## config.mk

```make
export PLATFORM = sky130hd
export DESIGN_NAME = pattern_scan_ctrl
export DESIGN_NICKNAME = d
export VERILOG_FILES = /design/src/rtl/pattern_scan_ctrl.sv
export SDC_FILE = /design/constraint.sdc
export NUM_CORES = 1
export LEC_CHECK = 0
export BUFFER_PORTS_ARGS = -buffer_cell sky130_fd_sc_hd__clkbuf_2
export CAP_MARGIN = 5
export CORE_ASPECT_RATIO = 0.5
export CORE_MARGIN = 10
export CORE_UTILIZATION = 50
export DETAILED_ROUTE_END_ITERATION = 8
export PLACE_DENSITY = 0.79
export SYNTH_ARGS = -nofsm -noshare
export SYNTH_HDL_FRONTEND = slang
export SYNTH_SLANG_ARGS = --single-unit
```

## constraint.sdc

```tcl
create_clock -name clk -period 5.01 [get_ports clk]
set_clock_uncertainty 0.05 [all_clocks]
set_input_delay 1.002 -clock clk [delete_from_list [all_inputs] [get_ports clk]]
set_output_delay 1.002 -clock clk [all_outputs]
set_load 0.01 [all_outputs]
```

## src/rtl/pattern_scan_ctrl.sv

```systemverilog
// Serial pattern scanner: matches a configurable bit pattern in a qualified stream and counts hits.
// Optional feature: define PATTERN_SCAN_OVERLAP_EN to honour cfg_overlap (otherwise always non-overlapping).
module pattern_scan_ctrl #(
  parameter int PAT_W = 8
) (
  input  logic             clk,
  input  logic             reset_n,
  input  logic             cfg_we,
  input  logic [PAT_W-1:0] cfg_pattern,
  input  logic [3:0]       cfg_len,
  input  logic             cfg_overlap,
  input  logic [7:0]       cfg_max_hits,
  input  logic             start,
  input  logic             abort,
  input  logic             stream_valid,
  input  logic             stream_in,
  output logic             busy,
  output logic             pattern_found,
  output logic [7:0]       hit_count,
  output logic             done,
  output logic             cfg_err
);

  localparam int FILL_W = $clog2(PAT_W + 1);

  typedef enum logic [1:0] {
    IDLE = 2'd0,
    SCAN = 2'd1,
    DONE = 2'd2
  } state_t;

  state_t            state_q, state_d;
  logic [PAT_W-1:0]  hist_q, hist_d, hist_upd, len_mask;
  logic [FILL_W-1:0] fill_q, fill_d, fill_upd;
  logic [7:0]        hit_count_q, hit_count_d;
  logic              found_q, found_d;
  logic              cfg_err_q, cfg_err_d;
  logic [PAT_W-1:0]  cfg_pattern_q, cfg_pattern_d;
  logic [3:0]        cfg_len_q, cfg_len_d;
  logic [7:0]        cfg_max_hits_q, cfg_max_hits_d;
  logic              overlap_en, len_ok, match;

`ifdef PATTERN_SCAN_OVERLAP_EN
  logic cfg_overlap_q, cfg_overlap_d;
  assign overlap_en = cfg_overlap_q;
`else
  logic unused_cfg_overlap;
  assign unused_cfg_overlap = cfg_overlap;
  assign overlap_en         = 1'b0;
`endif

  assign len_ok   = (cfg_len != 4'd0) && (int'(cfg_len) <= PAT_W);
  assign hist_upd = {hist_q[PAT_W-2:0], stream_in};
  assign fill_upd = (fill_q == FILL_W'(PAT_W)) ? fill_q : fill_q + 1'b1;

  always_comb begin
    for (int i = 0; i < PAT_W; i++) begin
      len_mask[i] = (i < int'(cfg_len_q));
    end
  end

  // Compare only the low cfg_len bits; the newest bit sits in the LSB.
  assign match = (((hist_upd ^ cfg_pattern_q) & len_mask) == '0) &&
                 (int'(fill_upd) >= int'(cfg_len_q));

  always_comb begin
    // NOTE: every signal gets a default before the case so no path leaves it unassigned (no latches).
    state_d        = state_q;
    hist_d         = hist_q;
    fill_d         = fill_q;
    hit_count_d    = hit_count_q;
    found_d        = 1'b0;
    cfg_err_d      = cfg_we && ((state_q != IDLE) || !len_ok);
    cfg_pattern_d  = cfg_pattern_q;
    cfg_len_d      = cfg_len_q;
    cfg_max_hits_d = cfg_max_hits_q;
`ifdef PATTERN_SCAN_OVERLAP_EN
    cfg_overlap_d  = cfg_overlap_q;
`endif

    unique case (state_q)
      IDLE: begin
        if (cfg_we && len_ok) begin
          cfg_pattern_d  = cfg_pattern;
          cfg_len_d      = cfg_len;
          cfg_max_hits_d = cfg_max_hits;
`ifdef PATTERN_SCAN_OVERLAP_EN
          cfg_overlap_d  = cfg_overlap;
`endif
        end
        if (start && !abort) begin
          state_d     = SCAN;
          hist_d      = '0;
          fill_d      = '0;
          hit_count_d = '0;
        end
      end

      SCAN: begin
        if (abort) begin
          // A match completing on this edge is dropped along with the history.
          state_d = IDLE;
          hist_d  = '0;
          fill_d  = '0;
        end else if (stream_valid) begin
          hist_d = hist_upd;
          fill_d = fill_upd;
          if (match) begin
            found_d     = 1'b1;
            hit_count_d = (hit_count_q == 8'hFF) ? hit_count_q : hit_count_q + 8'd1;
            if (!overlap_en) begin
              fill_d = '0;
            end
            if ((cfg_max_hits_q != 8'd0) && (hit_count_d == cfg_max_hits_q)) begin
              state_d = DONE;
            end
          end
        end
      end

      DONE: begin
        if (abort) begin
          state_d = IDLE;
          hist_d  = '0;
          fill_d  = '0;
        end else if (start) begin
          state_d     = SCAN;
          hist_d      = '0;
          fill_d      = '0;
          hit_count_d = '0;
        end
      end

      default: state_d = IDLE;
    endcase
  end

  always_ff @(posedge clk) begin
    // NOTE: state registers use non-blocking assignments so all flops update from pre-edge values.
    if (!reset_n) begin
      state_q        <= IDLE;
      hist_q         <= '0;
      fill_q         <= '0;
      hit_count_q    <= '0;
      found_q        <= 1'b0;
      cfg_err_q      <= 1'b0;
      cfg_pattern_q  <= PAT_W'(5'b11010);
      cfg_len_q      <= 4'd5;
      cfg_max_hits_q <= 8'd0;
`ifdef PATTERN_SCAN_OVERLAP_EN
      cfg_overlap_q  <= 1'b1;
`endif
    end else begin
      state_q        <= state_d;
      hist_q         <= hist_d;
      fill_q         <= fill_d;
      hit_count_q    <= hit_count_d;
      found_q        <= found_d;
      cfg_err_q      <= cfg_err_d;
      cfg_pattern_q  <= cfg_pattern_d;
      cfg_len_q      <= cfg_len_d;
      cfg_max_hits_q <= cfg_max_hits_d;
`ifdef PATTERN_SCAN_OVERLAP_EN
      cfg_overlap_q  <= cfg_overlap_d;
`endif
    end
  end

  assign busy          = (state_q == SCAN);
  assign done          = (state_q == DONE);
  assign pattern_found = found_q;
  assign hit_count     = hit_count_q;
  assign cfg_err       = cfg_err_q;

endmodule
```

==> flow_results.xml, run 1 <==
<?xml version="1.0" encoding="UTF-8"?>
<metrics>
  <group name="grt">
    <metric name="antenna_violations_before_repair" unit="">0</metric>
    <metric name="maximum_number_of_pins_on_one_net_before_global_route_repair" unit="">35</metric>
    <metric name="grt_first_pass_wirelength" unit="mm">9.71</metric>
    <metric name="grt_util_all_layers" unit="%">13.7</metric>
    <metric name="global_route.overflow_total" unit="">0</metric>
    <metric name="grt_pass1_vias" unit="">2138</metric>
  </group>
  <group name="timing">
    <metric name="worst_slew_pin_slew" unit="ps">1200</metric>
    <metric name="final-hold-violation-count" unit="">0</metric>
    <metric name="fin_crit" unit="ps">3140</metric>
    <metric name="hold_slack" unit="ps">417</metric>
    <metric name="final.setup.tns" unit="ps">0</metric>
    <metric name="count_of_pins_over_their_slew_limit" unit="">0</metric>
    <metric name="timing.final.crit_share" unit="%">62.6</metric>
    <metric name="final-setup-viol-count" unit="">0</metric>
    <metric name="slew_headroom" unit="%">19.8</metric>
    <metric name="setup_slack" unit="ps">1870</metric>
    <metric name="rsz0062_at_grt" unit="">no</metric>
    <metric name="fmaxAchievable" unit="MHz">319</metric>
  </group>
  <group name="yosys">
    <metric name="ys_seq_elements" unit="">43</metric>
    <metric name="synth.largest_area_cell" unit="">sky130_fd_sc_hd__dfxtp_1</metric>
    <metric name="synth.top_cells.by_area" unit="">sky130_fd_sc_hd__dfxtp_1, sky130_fd_sc_hd__mux2i_1, sky130_fd_sc_hd__xnor2_1</metric>
    <metric name="synthTopCellsByCount" unit="">sky130_fd_sc_hd__dfxtp_1, sky130_fd_sc_hd__nand2_1, sky130_fd_sc_hd__nor2_1, sky130_fd_sc_hd__mux2i_1, sky130_fd_sc_hd__a21oi_1</metric>
    <metric name="yosys_most_used_dff" unit="">sky130_fd_sc_hd__dfxtp_1</metric>
    <metric name="synth_fp_nets" unit="">324</metric>
    <metric name="synth_seq_area_share" unit="%">35.3</metric>
    <metric name="post_synth_num_cell_types" unit="">52</metric>
    <metric name="count_of_flip_flops_with_a_built_in_enable_after_synthesis" unit="">0</metric>
    <metric name="yosysTopAreaCellShare" unit="%">35.3</metric>
    <metric name="fraction_of_registers_with_async_set_or_reset_after_synthesis" unit="%">0</metric>
    <metric name="synth_area" unit="um2">2440</metric>
    <metric name="post-synth-top-count-cell" unit="">sky130_fd_sc_hd__dfxtp_1</metric>
    <metric name="synthesis.area_per_instance" unit="um2">8.43</metric>
    <metric name="ys_warn_count" unit="">0</metric>
    <metric name="synthCells" unit="">289</metric>
  </group>
  <group name="setup_path">
    <metric name="cp-end-kind" unit="">flop</metric>
    <metric name="worst_r2r_endpoint" unit="">hit_count[4]</metric>
    <metric name="cp_slowest_cell" unit="">sky130_fd_sc_hd__a2111oi_0</metric>
    <metric name="critical_path.top_delay_family" unit="">compound AO/OA/AOI/OAI gates</metric>
    <metric name="critPathMaxStageDelay" unit="ps">530</metric>
    <metric name="cp.depth" unit="">12</metric>
    <metric name="reg2reg_from" unit="">fill_q[0]</metric>
    <metric name="worstPathRequired" unit="ps">5200</metric>
    <metric name="path_max_fanout" unit="">14</metric>
    <metric name="worst-setup-path-type" unit="">reg2reg</metric>
    <metric name="cp_cell_sequence" unit="">inv_1 -&gt; ha_1 -&gt; nand2_1 -&gt; nor2_1 -&gt; nor2_1 -&gt; ha_1 -&gt; o21a_1 -&gt; o22ai_1 -&gt; a2111oi_4 -&gt; nand4_2 -&gt; a2111oi_0 -&gt; o21a_1</metric>
    <metric name="worst_setup_sp_type" unit="">flop</metric>
    <metric name="worst-r2r-cell-count" unit="">12</metric>
    <metric name="cp.buffers_inverters" unit="">1</metric>
    <metric name="worst-endpoint-arrival" unit="ps">3330</metric>
    <metric name="rrSetupSlack" unit="ps">1870</metric>
  </group>
  <group name="clock_network">
    <metric name="worstSkewPairLatency" unit="ps">290</metric>
    <metric name="postCtsSetupBuffers" unit="">0</metric>
    <metric name="htreeDepth" unit="">2</metric>
    <metric name="cts_resized" unit="">0</metric>
    <metric name="cts_tree" unit="">built</metric>
    <metric name="tritoncts_num_sinks" unit="">43</metric>
    <metric name="clock_root_buffer" unit="">sky130_fd_sc_hd__clkbuf_8</metric>
    <metric name="ctsHoldBuffers" unit="">0</metric>
    <metric name="worst_setup_hold_path_clk_slew" unit="ps">80</metric>
    <metric name="max-clock-path-buffers" unit="">2</metric>
    <metric name="cts_buffers" unit="">5</metric>
  </group>
  <group name="placement">
    <metric name="dpl.cell_count" unit="">376</metric>
    <metric name="numPortBuffers" unit="">38</metric>
    <metric name="place_ws" unit="ps">1930</metric>
    <metric name="detailed_place_hpwl" unit="mm">4.36</metric>
    <metric name="routabilityCongestion" unit="">0.882</metric>
  </group>
  <group name="route">
    <metric name="detail_route.vias_per_cell" unit="">5.71</metric>
    <metric name="firstDrtPassIters" unit="">4</metric>
    <metric name="dr_total_vias" unit="">2187</metric>
    <metric name="routed_wl" unit="mm">5.73</metric>
    <metric name="dr.first_iter.drc_count" unit="">155</metric>
    <metric name="drt_drc_violations_left" unit="">0</metric>
    <metric name="remaining_antenna_violation_count_after_routing" unit="">0</metric>
    <metric name="avgRoutedWirePerCell" unit="um">15.0</metric>
  </group>
  <group name="finish">
    <metric name="flow.area_growth_from_synthesis" unit="%">11.7</metric>
    <metric name="total_inserted_antenna_cells" unit="">0</metric>
    <metric name="fin_nets" unit="">352</metric>
    <metric name="post_route_cells_drive_above_1_share" unit="%">16.4</metric>
    <metric name="finalNonFillerCells" unit="">383</metric>
  </group>
  <group name="floorplan">
    <metric name="floorplan.io_pins" unit="">40</metric>
    <metric name="floorplan.initialDensity" unit="%">53.5</metric>
    <metric name="die_w" unit="um">119</metric>
    <metric name="rows" unit="">17</metric>
    <metric name="coreArea" unit="um2">4550</metric>
    <metric name="dieHeight" unit="um">69.4</metric>
    <metric name="floorplan.die_area" unit="um2">8230</metric>
  </group>
  <group name="flow_run">
    <metric name="maxCapViolations" unit="">0</metric>
  </group>
  <group name="power_and_ir_drop">
    <metric name="power.density" unit="nW/um2">249</metric>
    <metric name="total_leakage_power" unit="nW">1.12</metric>
    <metric name="peakVddDrop" unit="uV">112</metric>
    <metric name="p_total" unit="W">0.000677</metric>
  </group>
  <group name="hold_path">
    <metric name="hp-start" unit="">hist_q[6]</metric>
    <metric name="end_point_of_the_worst_hold_path" unit="">hist_q[6]</metric>
    <metric name="timing.hold.worst_path_depth" unit="">2</metric>
    <metric name="min-delay-path-class" unit="">reg2reg</metric>
  </group>
  <group name="run_status">
    <metric name="run_status" unit="">finished clean</metric>
  </group>
</metrics>
[metrics by stage]
| stage | util (%) | area, um2 |
|---|---|---|
| finish | 59.8 | 2720 |
| global route | 59.8 | 2720 |
| CTS | 59.8 | 2720 |
| detailed placement | 57.8 | 2630 |
| global placement | 57.8 | 2630 |
| floorplan | - | 2440 |
[layout by cell type (no fill, tap or decap), types with 2 or more instances in the layout]
cell type / instances
sky130_fd_sc_hd__a211oi_1: 5
sky130_fd_sc_hd__a21oi_1: 20
sky130_fd_sc_hd__a22oi_1: 2
sky130_fd_sc_hd__a31oi_1: 5
sky130_fd_sc_hd__and2_1: 2
sky130_fd_sc_hd__and3_1: 2
sky130_fd_sc_hd__and4_1: 3
sky130_fd_sc_hd__clkbuf_2: 38
sky130_fd_sc_hd__clkbuf_8: 6
sky130_fd_sc_hd__dfxtp_1: 43
sky130_fd_sc_hd__ha_1: 7
sky130_fd_sc_hd__inv_1: 6
sky130_fd_sc_hd__inv_2: 2
sky130_fd_sc_hd__mux2i_1: 22
sky130_fd_sc_hd__nand2_1: 27
sky130_fd_sc_hd__nand2b_1: 4
sky130_fd_sc_hd__nand3_1: 19
sky130_fd_sc_hd__nor2_1: 27
sky130_fd_sc_hd__nor2b_1: 5
sky130_fd_sc_hd__nor3_1: 9
sky130_fd_sc_hd__nor4_1: 2
sky130_fd_sc_hd__o211ai_1: 4
sky130_fd_sc_hd__o21a_1: 2
sky130_fd_sc_hd__o21ai_0: 2
sky130_fd_sc_hd__o22ai_1: 4
sky130_fd_sc_hd__o2bb2ai_1: 2
sky130_fd_sc_hd__or3_1: 6
sky130_fd_sc_hd__xnor2_1: 16
sky130_fd_sc_hd__xor2_1: 3
[layer usage]
metal | track usage [%] | vias to the layer above | share of wire [%]
li1 | - | 1095 | -
met1 | 15.9 | 1037 | 42
met2 | 23.6 | 47 | 51
met3 | 3.64 | 8 | 5.1
met4 | 5.06 | 0 | 1.6
met5 | 0 | - | 0
[worst register-to-register path, stage by stage (launching register included)]
cell                        delay, ps
sky130_fd_sc_hd__dfxtp_1          360
sky130_fd_sc_hd__inv_1            130
sky130_fd_sc_hd__ha_1             170
sky130_fd_sc_hd__nand2_1           70
sky130_fd_sc_hd__nor2_1           210
sky130_fd_sc_hd__nor2_1           100
sky130_fd_sc_hd__ha_1             280
sky130_fd_sc_hd__o21a_1           110
sky130_fd_sc_hd__o22ai_1          110
sky130_fd_sc_hd__a2111oi_4        410
sky130_fd_sc_hd__nand4_2          380
sky130_fd_sc_hd__a2111oi_0        540
sky130_fd_sc_hd__o21a_1           160
[cell type report]
class,count,area [um2]
clock buffers,6,82.6
clock inverters,1,5.00
fillers,413,1830
inverters,9,33.8
multi-input cells,220,1470
flip-flops and latches,43,861
well taps,66,82.6
repair buffers,38,190
[registers in the layout, summed over array words and instances (netlist names)]
signal and count:
cfg_pattern_q 8, state_q 2, pattern_found 1, hist_q 7, cfg_err 1, fill_q 4
hit_count 8, cfg_max_hits_q 8, cfg_len_q 4
[power by group]
group / internal (W) / switching [W] / leakage (nW) / total (W)
clock network: 0.000108 / 0.000117 / 0.0470 / 0.000226
logic: 0.0000394 / 0.0000483 / 0.720 / 0.0000877
registers: 0.000352 / 0.0000114 / 0.349 / 0.000363
total: 0.000500 / 0.000177 / 1.12 / 0.000677
[worst max-delay path by stage]
stage	startpoint	endpoint	slack, ps
6_report	fill_q[0]	hit_count[4]	1870
5_1_grt	fill_q[0]	hit_count[3]	1610
4_1_cts	fill_q[0]	hit_count[4]	1890
3_5_place_dp	fill_q[0]	hit_count[4]	1930
3_3_place_gp	stream_in	hit_count[4]	2010
2_1_floorplan	fill_q[0]	hit_count[5]	2440
[cell families (layout without fill, tap and decap cells)]
group           after synthesis  count (layout)  synth area share, %
compound gates               58              58                 17.1
mux                          23              23                 9.50
flops                        43              43                 35.3
simple gates                113             113                 23.1
fa+ha+maj                     7               7                 3.60
xor+xnor                     19              19                 6.83
buf+inv                      26              54                 4.52
No activity file was read; power rests on OpenSTA's default activity.
==> run 2: changes to the inputs <==
--- a/config.mk
+++ b/config.mk
@@ -5,13 +5,14 @@
 export SDC_FILE = /design/constraint.sdc
 export NUM_CORES = 1
 export LEC_CHECK = 0
+export ABC_AREA = 1
 export BUFFER_PORTS_ARGS = -buffer_cell sky130_fd_sc_hd__clkbuf_2
 export CAP_MARGIN = 5
 export CORE_ASPECT_RATIO = 0.5
 export CORE_MARGIN = 10
 export CORE_UTILIZATION = 50
 export DETAILED_ROUTE_END_ITERATION = 8
-export PLACE_DENSITY = 0.79
+export PLACE_DENSITY = 0.82
 export SYNTH_ARGS = -nofsm -noshare
 export SYNTH_HDL_FRONTEND = slang
 export SYNTH_SLANG_ARGS = --single-unit
==> constraint.sdc (replaced) <==
create_clock -name clk -period 2.8 [get_ports clk]
set_clock_uncertainty 0.05 [all_clocks]
set_input_delay 0.56 -clock clk [delete_from_list [all_inputs] [get_ports clk]]
set_output_delay 0.56 -clock clk [all_outputs]
set_load 0.01 [all_outputs]
==> run 2 against run 1 <==
Clock power is 59% higher. Global-route usage is 0.67 points lower. Hold slack better by 9.9 ps. Via count is 10% higher. First-iteration DRC count is 16% lower. Critical path type unchanged. Largest cell class unchanged.
==> flow_results.xml, run 2 <==
<?xml version="1.0" encoding="UTF-8"?>
<metrics>
  <group name="finish">
    <metric name="total_inserted_antenna_cells" unit="">0</metric>
    <metric name="final_cell_mix" unit="">sky130_fd_sc_hd__nand2_1, sky130_fd_sc_hd__nor2_1, sky130_fd_sc_hd__inv_1, sky130_fd_sc_hd__dfxtp_1, sky130_fd_sc_hd__clkbuf_2</metric>
    <metric name="mostFrequentLayoutCell" unit="">sky130_fd_sc_hd__nand2_1</metric>
    <metric name="flow.area_growth_from_synthesis" unit="%">13.9</metric>
    <metric name="fin_nets" unit="">464</metric>
    <metric name="post_route_cells_drive_above_1_share" unit="%">13.8</metric>
  </group>
  <group name="timing">
    <metric name="count_of_pins_over_their_slew_limit" unit="">0</metric>
    <metric name="worst_slew_pin_slew" unit="ps">372</metric>
    <metric name="timing.final.crit_share" unit="%">85.3</metric>
    <metric name="final.setup.tns" unit="ps">0</metric>
    <metric name="final-hold-violation-count" unit="">0</metric>
    <metric name="fin_crit" unit="ps">2390</metric>
    <metric name="final-setup-viol-count" unit="">0</metric>
    <metric name="setup_slack" unit="ps">413</metric>
    <metric name="fmaxAchievable" unit="MHz">419</metric>
    <metric name="rsz0062_at_grt" unit="">no</metric>
    <metric name="slew_headroom" unit="%">75.2</metric>
  </group>
  <group name="grt">
    <metric name="maximum_number_of_pins_on_one_net_before_global_route_repair" unit="">31</metric>
    <metric name="grt_pass1_vias" unit="">2241</metric>
    <metric name="grt_util_all_layers" unit="%">13.0</metric>
    <metric name="grt_first_pass_wirelength" unit="mm">9.54</metric>
    <metric name="global_route.overflow_total" unit="">0</metric>
    <metric name="antenna_violations_before_repair" unit="">0</metric>
  </group>
  <group name="yosys">
    <metric name="synth_fp_nets" unit="">423</metric>
    <metric name="synth_seq_area_share" unit="%">34.9</metric>
    <metric name="synthesis.area_per_instance" unit="um2">6.37</metric>
    <metric name="ys_warn_count" unit="">0</metric>
    <metric name="synthCells" unit="">388</metric>
    <metric name="post_synth_num_cell_types" unit="">29</metric>
    <metric name="synthTopCellsByCount" unit="">sky130_fd_sc_hd__nand2_1, sky130_fd_sc_hd__nor2_1, sky130_fd_sc_hd__dfxtp_1, sky130_fd_sc_hd__inv_1, sky130_fd_sc_hd__nand3_1</metric>
    <metric name="ys_seq_elements" unit="">43</metric>
    <metric name="post-synth-top-count-cell" unit="">sky130_fd_sc_hd__nand2_1</metric>
    <metric name="yosysTopAreaCellShare" unit="%">34.9</metric>
    <metric name="synth.top_cells.by_area" unit="">sky130_fd_sc_hd__dfxtp_1, sky130_fd_sc_hd__nand2_1, sky130_fd_sc_hd__nor2_1</metric>
    <metric name="fraction_of_registers_with_async_set_or_reset_after_synthesis" unit="%">0</metric>
    <metric name="synth_area" unit="um2">2470</metric>
    <metric name="yosys_most_used_dff" unit="">sky130_fd_sc_hd__dfxtp_1</metric>
    <metric name="synth.largest_area_cell" unit="">sky130_fd_sc_hd__dfxtp_1</metric>
    <metric name="count_of_flip_flops_with_a_built_in_enable_after_synthesis" unit="">0</metric>
  </group>
  <group name="setup_path">
    <metric name="worst_setup_sp_type" unit="">flop</metric>
    <metric name="cp_cell_sequence" unit="">inv_1 -&gt; ha_1 -&gt; nand2_1 -&gt; nor2_1 -&gt; xor2_1 -&gt; ha_1 -&gt; o21bai_1 -&gt; nand3_1 -&gt; nand3_1 -&gt; nand3_2 -&gt; nor2_2 -&gt; inv_2 -&gt; a21boi_4 -&gt; buf_12 -&gt; nand2_1 -&gt; nand2_1 -&gt; nor2_1</metric>
    <metric name="crit_path_frequent_cell" unit="">sky130_fd_sc_hd__nand2_1</metric>
    <metric name="reg2reg_from" unit="">fill_q[0]</metric>
    <metric name="worst-r2r-cell-count" unit="">17</metric>
    <metric name="worstPathRequired" unit="ps">2940</metric>
    <metric name="path_max_fanout" unit="">16</metric>
    <metric name="cp_slowest_cell" unit="">sky130_fd_sc_hd__dfxtp_1</metric>
    <metric name="worst-setup-path-type" unit="">reg2reg</metric>
    <metric name="rrSetupSlack" unit="ps">410</metric>
    <metric name="cp-end-kind" unit="">flop</metric>
    <metric name="worst-endpoint-arrival" unit="ps">2530</metric>
    <metric name="critPathMaxStageDelay" unit="ps">400</metric>
    <metric name="worst_r2r_endpoint" unit="">hit_count[4]</metric>
  </group>
  <group name="floorplan">
    <metric name="dieHeight" unit="um">69.7</metric>
    <metric name="floorplan.io_pins" unit="">40</metric>
    <metric name="floorplan.die_area" unit="um2">8320</metric>
    <metric name="die_w" unit="um">119</metric>
    <metric name="floorplan.initialDensity" unit="%">54.0</metric>
    <metric name="coreArea" unit="um2">4570</metric>
    <metric name="rows" unit="">17</metric>
  </group>
  <group name="route">
    <metric name="dr_total_vias" unit="">2412</metric>
    <metric name="avgRoutedWirePerCell" unit="um">11.2</metric>
    <metric name="detail_route.vias_per_cell" unit="">4.88</metric>
    <metric name="firstDrtPassIters" unit="">5</metric>
    <metric name="dr.first_iter.drc_count" unit="">130</metric>
    <metric name="remaining_antenna_violation_count_after_routing" unit="">0</metric>
    <metric name="drt_drc_violations_left" unit="">0</metric>
    <metric name="routed_wl" unit="mm">5.53</metric>
  </group>
  <group name="hold_path">
    <metric name="timing.hold.worst_path_depth" unit="">3</metric>
    <metric name="min-delay-path-class" unit="">in2reg</metric>
    <metric name="end_point_of_the_worst_hold_path" unit="">cfg_pattern_q[1]</metric>
    <metric name="hp-start" unit="">cfg_pattern[1]</metric>
  </group>
  <group name="clock_network">
    <metric name="ctsHoldBuffers" unit="">0</metric>
    <metric name="clock_root_buffer" unit="">sky130_fd_sc_hd__clkbuf_8</metric>
    <metric name="cts_buffers" unit="">5</metric>
    <metric name="worstSkewPairLatency" unit="ps">290</metric>
    <metric name="tritoncts_num_sinks" unit="">43</metric>
    <metric name="worst_setup_hold_path_clk_slew" unit="ps">70</metric>
    <metric name="max-clock-path-buffers" unit="">2</metric>
    <metric name="cts_tree" unit="">built</metric>
    <metric name="htreeDepth" unit="">2</metric>
  </group>
  <group name="placement">
    <metric name="numPortBuffers" unit="">38</metric>
    <metric name="detailed_place_hpwl" unit="mm">4.21</metric>
    <metric name="routabilityCongestion" unit="">0.930</metric>
    <metric name="place_ws" unit="ps">307</metric>
  </group>
  <group name="power_and_ir_drop">
    <metric name="peakVddDrop" unit="uV">213</metric>
    <metric name="total_leakage_power" unit="nW">1.40</metric>
    <metric name="power.density" unit="nW/um2">471</metric>
    <metric name="p_total" unit="W">0.00132</metric>
  </group>
  <group name="flow_run">
    <metric name="maxCapViolations" unit="">0</metric>
  </group>
  <group name="run_status">
    <metric name="run_status" unit="">finished clean</metric>
  </group>
</metrics>
run 2: changes by cell type after synthesis, moves of 6 or more:
cell,before,now
sky130_fd_sc_hd__nor3_1,9,1
sky130_fd_sc_hd__nand2_1,27,123
sky130_fd_sc_hd__nand3_1,19,32
sky130_fd_sc_hd__nor2_1,27,47
sky130_fd_sc_hd__inv_1,6,43
sky130_fd_sc_hd__buf_2,7,1
sky130_fd_sc_hd__xnor2_1,16,2
sky130_fd_sc_hd__or3_1,6,0
sky130_fd_sc_hd__o21ai_0,2,20
sky130_fd_sc_hd__mux2i_1,22,0
run 2: through the flow:
| step | util (%) | std cells | instance area (um2) | hold slack, ps |
|---|---|---|---|---|
| 6_report | 61.5 | 494 | 2810 | 427 |
| 5_1_grt | 61.5 | 494 | 2810 | 434 |
| 4_1_cts | 61.1 | 493 | 2790 | 423 |
| 3_5_place_dp | 59.5 | 487 | 2720 | 421 |
| 3_3_place_gp | 59.5 | 487 | 2720 | 410 |
| 2_1_floorplan | - | 388 | 2470 | 394 |
run 2: cell families after synthesis:
kind of cell,share of synthesized area [%]
compound gates,13.3
xor+xnor,2.84
fa+ha+maj,3.55
flops,34.9
buf+inv,9.27
simple gates,36.2
run 2: where the power goes:
group	switching [W]	internal [W]
sequential	0.0000347	0.000648
clock	0.000193	0.000166
combinational	0.000171	0.000112
total	0.000398	0.000926
run 2: critical path: cells and delay by family (launching register included):
kind            cells  cell delay (ps)
flops               1              400
fa+ha+maj           2              380
simple gates        9              680
xor+xnor            1              160
compound gates      2              310
buf+inv             3              310
run 2: worst max-delay path by stage:
stage / from / to / slack (ps)
2_1_floorplan: fill_q[0] / hit_count[3] / 610
3_3_place_gp: fill_q[0] / hit_count[4] / 340
3_5_place_dp: fill_q[0] / hit_count[7] / 310
4_1_cts: fill_q[0] / hit_count[7] / 290
5_1_grt: fill_q[0] / hit_count[5] / 150
6_report: fill_q[0] / hit_count[4] / 410
run 2: cell type report:
class	count	area [um2]
fill	460	1760
timing repair buffer	43	240
clock buffer	6	72.6
multi-input combinational	289	1380
inverter	47	176
tap	66	82.6
sequential	43	861
run 2: per-layer routing:
| metal | global-route usage, % | routed length [um] | share of wire (%) | vias to the layer above |
|---|---|---|---|---|
| met2 | 22.1 | 2630 | 48 | 43 |
| met3 | 3.48 | 250 | 4.5 | 6 |
| li1 | - | - | - | 1313 |
| met5 | 0 | 0 | 0 | - |
| met4 | 3.55 | 53 | 0.96 | 0 |
| met1 | 15.9 | 2600 | 47 | 1050 |
run 2: timing repair:
item | in CTS | in global routing
setup buffers | 0 | 1
endpoints found under the setup margin | 0 | 2
endpoints found under the hold margin | 0 | 0
resized for setup | 0 | 0
